### config.mk
export PLATFORM = sky130hd
export DESIGN_NAME = instr_encoder
export DESIGN_NICKNAME = d
export VERILOG_FILES = /design/src/rtl/instr_encoder.sv
export SDC_FILE = /design/constraint.sdc
export NUM_CORES = 1
export LEC_CHECK = 0
export CAP_MARGIN = 20
export CORE_MARGIN = 10
export CORE_UTILIZATION = 38
export CTS_CLUSTER_DIAMETER = 30
export CTS_CLUSTER_SIZE = 14
export DETAILED_ROUTE_END_ITERATION = 8
export PLACE_DENSITY_LB_ADDON = 0.15
export SLEW_MARGIN = 20
export SYNTH_ARGS = -nofsm -noshare
export SYNTH_HDL_FRONTEND = slang
export SYNTH_SLANG_ARGS = --single-unit
### constraint.sdc
create_clock -name clk -period 8.1 [get_ports clk]
set_input_delay 1.215 -clock clk [delete_from_list [all_inputs] [get_ports clk]]
set_output_delay 1.215 -clock clk [all_outputs]
set_load 0.005 [all_outputs]
### src/rtl/instr_encoder.sv
// Packs R/I/LD/SD/B instruction fields into 32-bit words, queues them in a FIFO
// and streams them into instruction memory at sequential byte addresses.
module instr_encoder #(
    parameter int unsigned DEPTH     = 4,
    parameter int unsigned ADDR_W    = 10,
    parameter int unsigned BASE_ADDR = 0
) (
    input  logic              clk,
    input  logic              reset,
    input  logic              clear,
    input  logic              in_valid,
    output logic              in_ready,
    input  logic [2:0]        in_kind,
    input  logic [2:0]        in_funct3,
    input  logic [6:0]        in_funct7,
    input  logic [4:0]        in_rd,
    input  logic [4:0]        in_rs1,
    input  logic [4:0]        in_rs2,
    input  logic [12:0]       in_imm,
    output logic              imem_we,
    input  logic              imem_ready,
    output logic [ADDR_W-1:0] imem_addr,
    output logic [31:0]       imem_wdata,
    output logic [15:0]       words_written,
    output logic              err_pulse,
    output logic [1:0]        err_code
);
    localparam int unsigned PTR_W = $clog2(DEPTH);
    localparam int unsigned CNT_W = PTR_W + 1;

    localparam logic [1:0] ERR_NONE  = 2'd0;
    localparam logic [1:0] ERR_KIND  = 2'd1;
    localparam logic [1:0] ERR_RANGE = 2'd2;
    localparam logic [1:0] ERR_ALIGN = 2'd3;

    logic [31:0]       mem_q [DEPTH];
    logic [PTR_W-1:0]  wr_ptr_q, wr_ptr_d, rd_ptr_q, rd_ptr_d;
    logic [CNT_W-1:0]  cnt_q, cnt_d;
    logic [ADDR_W-1:0] addr_q, addr_d;
    logic [15:0]       ww_q, ww_d;
    logic              err_pulse_q, err_pulse_d;
    logic [1:0]        err_code_q, err_code_d;

    logic [31:0] enc_word;
    logic [1:0]  enc_err;
    logic        is_shift, accept, push, pop;

    // Field packing and legality checks, purely from the current inputs.
    always_comb begin
        enc_word = '0;
        enc_err  = ERR_NONE;
        is_shift = (in_funct3 == 3'b001) || (in_funct3 == 3'b101);
        case (in_kind)
            3'd0: enc_word = {in_funct7, in_rs2, in_rs1, in_funct3, in_rd, 7'b0110011};
            3'd1: begin
                if (is_shift) begin
                    enc_word = {in_funct7[6:1], in_imm[5:0], in_rs1, in_funct3, in_rd, 7'b0010011};
                    if (in_imm[12:6] != '0) enc_err = ERR_RANGE;
                end else begin
                    enc_word = {in_imm[11:0], in_rs1, in_funct3, in_rd, 7'b0010011};
                    if (in_imm[12] != in_imm[11]) enc_err = ERR_RANGE;
                end
            end
            3'd2: begin
                enc_word = {in_imm[11:0], in_rs1, in_funct3, in_rd, 7'b0000011};
                if (in_imm[12] != in_imm[11]) enc_err = ERR_RANGE;
            end
            3'd3: begin
                enc_word = {in_imm[11:5], in_rs2, in_rs1, in_funct3, in_imm[4:0], 7'b0100011};
                if (in_imm[12] != in_imm[11]) enc_err = ERR_RANGE;
            end
            3'd4: begin
                enc_word = {in_imm[12], in_imm[10:5], in_rs2, in_rs1, in_funct3,
                            in_imm[4:1], in_imm[11], 7'b1100011};
                if (in_imm[0]) enc_err = ERR_ALIGN;
            end
            default: enc_err = ERR_KIND;
        endcase
    end

    // Space is judged on current occupancy only, so a same-cycle pop never frees a slot.
    assign in_ready = (cnt_q != CNT_W'(DEPTH)) && !clear;
    assign accept   = in_valid && in_ready;
    assign push     = accept && (enc_err == ERR_NONE);
    assign pop      = imem_we && imem_ready && !clear;

    always_comb begin
        wr_ptr_d    = wr_ptr_q;
        rd_ptr_d    = rd_ptr_q;
        cnt_d       = cnt_q;
        addr_d      = addr_q;
        ww_d        = ww_q;
        err_pulse_d = accept && (enc_err != ERR_NONE);
        err_code_d  = err_pulse_d ? enc_err : err_code_q;
        if (clear) begin
            wr_ptr_d = '0;
            rd_ptr_d = '0;
            cnt_d    = '0;
            addr_d   = ADDR_W'(BASE_ADDR);
            ww_d     = '0;
        end else begin
            if (push) wr_ptr_d = wr_ptr_q + PTR_W'(1);
            if (pop) begin
                rd_ptr_d = rd_ptr_q + PTR_W'(1);
                addr_d   = addr_q + ADDR_W'(4);
                if (ww_q != 16'hFFFF) ww_d = ww_q + 16'd1;
            end
            case ({push, pop})
                2'b10:   cnt_d = cnt_q + CNT_W'(1);
                2'b01:   cnt_d = cnt_q - CNT_W'(1);
                default: cnt_d = cnt_q;
            endcase
        end
    end

    always_ff @(posedge clk) begin
        if (reset) begin
            for (int i = 0; i < int'(DEPTH); i++) mem_q[i] <= '0;
            wr_ptr_q    <= '0;
            rd_ptr_q    <= '0;
            cnt_q       <= '0;
            addr_q      <= ADDR_W'(BASE_ADDR);
            ww_q        <= '0;
            err_pulse_q <= 1'b0;
            err_code_q  <= ERR_NONE;
        end else begin
            if (push) mem_q[wr_ptr_q] <= enc_word;
            wr_ptr_q    <= wr_ptr_d;
            rd_ptr_q    <= rd_ptr_d;
            cnt_q       <= cnt_d;
            addr_q      <= addr_d;
            ww_q        <= ww_d;
            err_pulse_q <= err_pulse_d;
            err_code_q  <= err_code_d;
        end
    end

    assign imem_we       = (cnt_q != '0);
    assign imem_addr     = addr_q;
    assign imem_wdata    = mem_q[rd_ptr_q];
    assign words_written = ww_q;
    assign err_pulse     = err_pulse_q;
    assign err_code      = err_code_q;
endmodule
* Word-level counts from Yosys, hierarchy flattened
Memory sizes are Yosys's and may differ from the RTL's. A register that Yosys moved wholly into a read port is not among the register bits.
Cells that the tools add are included.
** Cells by class
- Div/mod/pow operators :: 0
- Bitwise gates (word level) :: 0
- Eq/ne operators :: 11
- Muxes and demuxes :: 18
- Shift-type cells :: 0
- Reductions and logical operators :: 18
- Order comparisons :: 0
- $mul :: 0
- Add/sub/neg operators :: 6
** Operators by type and width (count)
- one-hot mux 32 bit (5 select lines) :: 1
- two-way mux 32 bit :: 2
- OR reduction 32 bit :: 1
- adder 16 x 1 -> 16 bit (second input constant) :: 1
- != test 16 bit (second input constant) :: 1
- two-way mux 2 bit :: 7
- adder 10 x 3 -> 10 bit (second input constant) :: 1
- one-hot mux 2 bit (4 select lines) :: 1
- nonzero test 7 bit :: 1
- == test 3 x 1 -> 1 bit (second input constant) :: 2
- == test 3 x 2 -> 1 bit (second input constant) :: 2
- == test 3 bit (second input constant) :: 2
- logical AND 1 bit :: 6
- two-way mux 1 bit :: 6
- one-hot mux 3 bit (2 select lines) :: 1
- adder 2 x 1 -> 2 bit (second input constant) :: 2
- nonzero test 2 bit :: 2
- OR reduction 2 bit :: 2
- adder 3 x 1 -> 3 bit (second input constant) :: 1
- logical NOT 3 bit :: 1
- != test 3 bit (second input constant) :: 1
- nonzero test 3 bit :: 1
- subtractor 3 x 1 -> 3 bit (second input constant) :: 1
- == test 2 x 1 -> 1 bit (second input constant) :: 1
- 6 further kinds :: 6
** Word-level totals
- Output and inout bits :: 63
- Word-level logic and storage cells :: 61
- Register bits :: 36
- Memory bits (read-only) :: 0
- Latch bits :: 0
- Memories kept :: 1
- Bits of input ports :: 46
- Bits in writable memories :: 128
** Memories
- mem_q :: words 4, bits a word 32, read ports 1, clocked after memory_dff 1, wr ports 4, line 36 : logic [31:0] mem_q [DEPTH];

* Depth between registers and ports, before layout
- Depth after elaboration :: 11
- Mapped depth :: 13
- Mapped depth without buffers :: 10

* Worst setup path after synthesis
Ideal clock, no wire load.
- Path type :: in2reg
- Start :: input port in_kind[1]
- End :: register cnt_q[2]
- Setup slack :: 4.528 ns
- Path buffers :: 3
- Cell stages on the path :: 13
- Library setup time :: 0.071 ns
- Arrival :: 3.502 ns
- Data required time :: 8.029 ns
- Cell sequence :: buf_4 -> nor2_4 -> a211o_1 -> o22a_1 -> buf_6 -> nand2_1 -> buf_2 -> ha_1 -> inv_1 -> fa_1 -> xor2_1 -> or3_1 -> a21oi_1
** Between the ends
- Word-level cells in the longest chain between the ends :: 7
- Elaborated cells on any way between the ends :: 13
- Those cells by class :: 6 x eq/ne; 2 x mux; 5 x reduce/logical
** Ends and longest elaborated chain
- from (decl) :: line 13 : input logic [2:0] in_kind,
- == test 3 x 2 -> 1 bit :: line 53 : case (in_kind)
- OR reduction 2 bit (no source line)
- one-hot mux 2 bit (4 select lines) (*) :: line 53
- logical NOT 2 bit (*) :: line 84 : assign push = accept && (enc_err == ERR_NONE);
- logical AND 1 bit (*) :: line 84
- == test 2 x 1 -> 1 bit or == test 2 bit (tied branches) :: line 108 : case ({push, pop})
- one-hot mux 3 bit (2 select lines) or nonzero test 2 bit (tied branches)
- to (signal assigned) :: line 130 : cnt_q <= cnt_d;
- to (decl) :: line 38 : logic [CNT_W-1:0] cnt_q, cnt_d;
Mark *: on every way between the ends. The rest lies on a longest branch, timed or not.
A chain may end at the register's enable or synchronous reset.

* Worst setup path in the final report
Same ends and word-level chain as after synthesis.

==> results.sh <==
export IMPL_synth_edff_count=116
export IMPL_layout_min_cycle_time_ns=4.53
export IMPL_r2r_start="cnt_q[0]$_SDFFE_PP0P_"
export IMPL_hold_slack_ns=0.508
export IMPL_power_clock_fraction_pct=45.5
export IMPL_r2r_end="mem_q[1][11]$_SDFFCE_PN0P_"
export IMPL_path_clk_slew_ns=0.06
export IMPL_whs_endpoint="words_written[1]$_SDFFE_PP0P_"
export IMPL_intPower_w=0.00146
export IMPL_ir_drop_mv=0.148
export IMPL_multiInputGateArea_sq_um=2570
export IMPL_dr_total_vias=4826
export IMPL_p_comb_share_pct=7.6
export IMPL_slew_headroom_pct=36.3
export IMPL_post_cts_buffers=0
export IMPL_netlist_area_sq_um=7020
export IMPL_final_cell_mix="158 x nor2_1, 116 x edfxtp_1, 104 x clkdlybuf4s50_1, 35 x dfxtp_1, 29 x mux4_2"
export IMPL_routed_wl_mm=18.4
export IMPL_synthCells=575
export IMPL_synthDistinctLibCells=53
export IMPL_drtIter0Drc=232
export IMPL_rsz0062_at_grt="no"
export IMPL_via_per_inst=5.30
export IMPL_async_flop_share_pct=0
export IMPL_antenna_found_initial=0
export IMPL_dr_pass1_iters=5
export IMPL_ys_flop_type="edfxtp_1"
export IMPL_utilization_pct=48.8
export IMPL_ys_seq_area_share_pct=59.9
export IMPL_cp_start_kind="input port"
export IMPL_grt_overflow=0
export IMPL_seqPwrFrac_pct=46.9
export IMPL_io_pins=109
export IMPL_htree_levels=4
export IMPL_cts_sinks=152
export IMPL_die_height_microns=156
export IMPL_power_density_nw_per_um2=211
export IMPL_p_sw_w=0.000396
export IMPL_clk_path_buf_depth=2
export IMPL_setup_slack_ns=3.57
export IMPL_finalSetupViolCount=0
export IMPL_hold_depth=2
export IMPL_outcome="completed"
export IMPL_grt_pass1_vias=5078
export IMPL_syn_avg_cell_area_sq_um=12.2
export IMPL_area_growth_pct=25.7
export IMPL_final_common_cell="nor2_1"
export IMPL_die_area_sq_um=24300
export IMPL_grt_max_degree=34
export IMPL_cts_buffers=17
export IMPL_yosys_warnings=0
export IMPL_drive_gt1_share_pct=11.7
export IMPL_fin_setup_tns_ns=0
export IMPL_fillerInstances=1560
export IMPL_initial_utilization_pct=38.8
export IMPL_cp_arrival_ns=4.87
export IMPL_skew_ns=0.0198
export IMPL_finalPower_w=0.00186
export IMPL_max_stage_delay_ns=0.95
export IMPL_grt_total_usage_pct=15.4
export IMPL_crit_slowest_cell="clkdlybuf4s50_1"
export IMPL_grt_first_pass_wirelength_mm=28.9
export IMPL_gp_congestion=0.851
export IMPL_min_path_type="reg -> reg"
export IMPL_tightest_slew_ns=0.954
export IMPL_synth_seq_cells=152
export IMPL_drc=0
export IMPL_clk_latency_ns=0.43
export IMPL_detail_route_antenna_nets=0
export IMPL_worstPathCellList="clkdlybuf4s50_1, nor2_4, a211o_1, o22a_1, nand2_1, ha_1, inv_1, fa_1, xor2_1, or3_1, a21oi_1"
export IMPL_required_ns=8.43
export IMPL_reg2regPathDepth=5
export IMPL_r2r_slack_ns=4.93
export IMPL_crit_path_max_fanout=19
export IMPL_fmax_ghz=0.221
export IMPL_rows=49
export IMPL_wire_per_inst_microns=20.2
export IMPL_hp_start="words_written[1]$_SDFFE_PP0P_"
export IMPL_finalNetCount=718
export IMPL_antennaDiodeCount=0
export IMPL_maxCapViolCount=0
export IMPL_switching_share_pct=21.3
export IMPL_hold_buffers=0
export IMPL_maxSlewViolCount=0
export IMPL_leakage_nw=3.05
export IMPL_numPortBuffers=104
export IMPL_ctsResizeCount=0
export IMPL_finalHoldViolations=0
export IMPL_worstSetupPathType="in -> reg"
export IMPL_dp_slack_ns=3.16
export IMPL_die_x_microns=156
export IMPL_core_area_sq_um=18100
export IMPL_regArea_sq_um=4210
export IMPL_cts_root_buf="clkbuf_16"
export IMPL_endpoint_kind="flip-flop"
export IMPL_period_share_pct=56.0
export IMPL_cts_tree="built"
export IMPL_place_hpwl_mm=12.4
-- worst max path at each step --
stage          startpoint  slack (ns)  cells after the start                         end
2_1_floorplan  in_kind[1]        4.53                     13       cnt_q[2]$_SDFFE_PP0P_
3_3_place_gp   in_kind[1]        3.30                     11       cnt_q[2]$_SDFFE_PP0P_
3_5_place_dp   in_kind[1]        3.16                     11       cnt_q[2]$_SDFFE_PP0P_
4_1_cts        in_kind[1]        3.59                     11       cnt_q[2]$_SDFFE_PP0P_
5_1_grt        in_kind[1]        3.32                      7  mem_q[1][11]$_SDFFCE_PN0P_
6_report       in_kind[1]        3.57                     11       cnt_q[2]$_SDFFE_PP0P_
-- Yosys cell counts, drive strengths merged (2+ instances only) --
library cell	count	share of area, %
and4	2	0.25
nand3	14	1.2
mux4	29	9.3
inv	12	0.64
a21oi	17	1.2
nand4	15	1.3
buf	25	2.2
and2	3	0.27
a22oi	15	1.6
and3	8	0.71
nand2	13	0.70
nand2b	14	1.2
nor2b	2	0.18
dfxtp	36	10
or3	3	0.27
ha	3	0.54
nor2	160	8.7
o22a	6	0.75
o21ai	4	0.29
nand3b	2	0.21
mux2	6	0.96
nor4	4	0.36
nor3	4	0.29
edfxtp	116	50
mux2i	2	0.29
xor2	26	3.2
clkbuf	13	0.70
a31oi	3	0.27
-- power by group through the flow --
stage | combinational [W] | clock, W | sequential, W
4_1_cts | 0.000143 | 0.000859 | 0.000872
2_1_floorplan | 0.0000739 | 0 | 0.000885
5_1_grt | 0.000153 | 0.000893 | 0.000874
3_3_place_gp | 0.000140 | 0 | 0.000888
3_5_place_dp | 0.000142 | 0 | 0.000889
6_report | 0.000141 | 0.000845 | 0.000872
-- through the flow --
| stage | cells | cell area (sq um) |
|---|---|---|
| after floorplan | 578 | 7030 |
| after global placement | 878 | 8190 |
| after detailed placement | 878 | 8190 |
| after CTS | 910 | 8820 |
| after global routing | 910 | 8820 |
| final | 910 | 8820 |
-- registers in the layout, indices dropped and copies added (netlist names), named ones only --
register / flops
mem_q: 116
imem_addr: 8
err_pulse: 1
cnt_q: 3
err_code: 2
wr_ptr_q: 2
rd_ptr_q: 2
words_written: 16
-- per-layer routing --
layer  vias to the layer above  track usage (%)  wire [microns]
li1                       2269                -               -
met1                      2401             19.4            7890
met2                       137             25.1            9040
met3                        19             4.49            1150
met4                         0             4.90             284
met5                         -                0               0
-- final cells by class --
type	count	share of cell area, %
Clock inverter	11	1.93
Inverter	13	0.553
Clock buffer	21	5.22
Multi-Input combinational cell	375	29.1
Timing Repair Buffer	109	12.2
Sequential cell	152	47.7
Tap cell	229	3.25
-- cells by family after synthesis --
group | synth area share, %
fa+ha+maj | 0.820
flops | 59.9
simple gates | 16.2
other cells | 0.0535
compound gates | 5.42
buf+inv | 3.60
mux | 10.6
xor+xnor | 3.37
-- worst max-delay path, delay by kind of cell --
kind	cells	cell delay [ns]
xor+xnor	1	0.16
simple gates	3	0.97
compound gates	3	0.85
fa+ha+maj	2	0.65
buf+inv	2	1.01
Note: power is estimated with default switching activity, not from simulation.
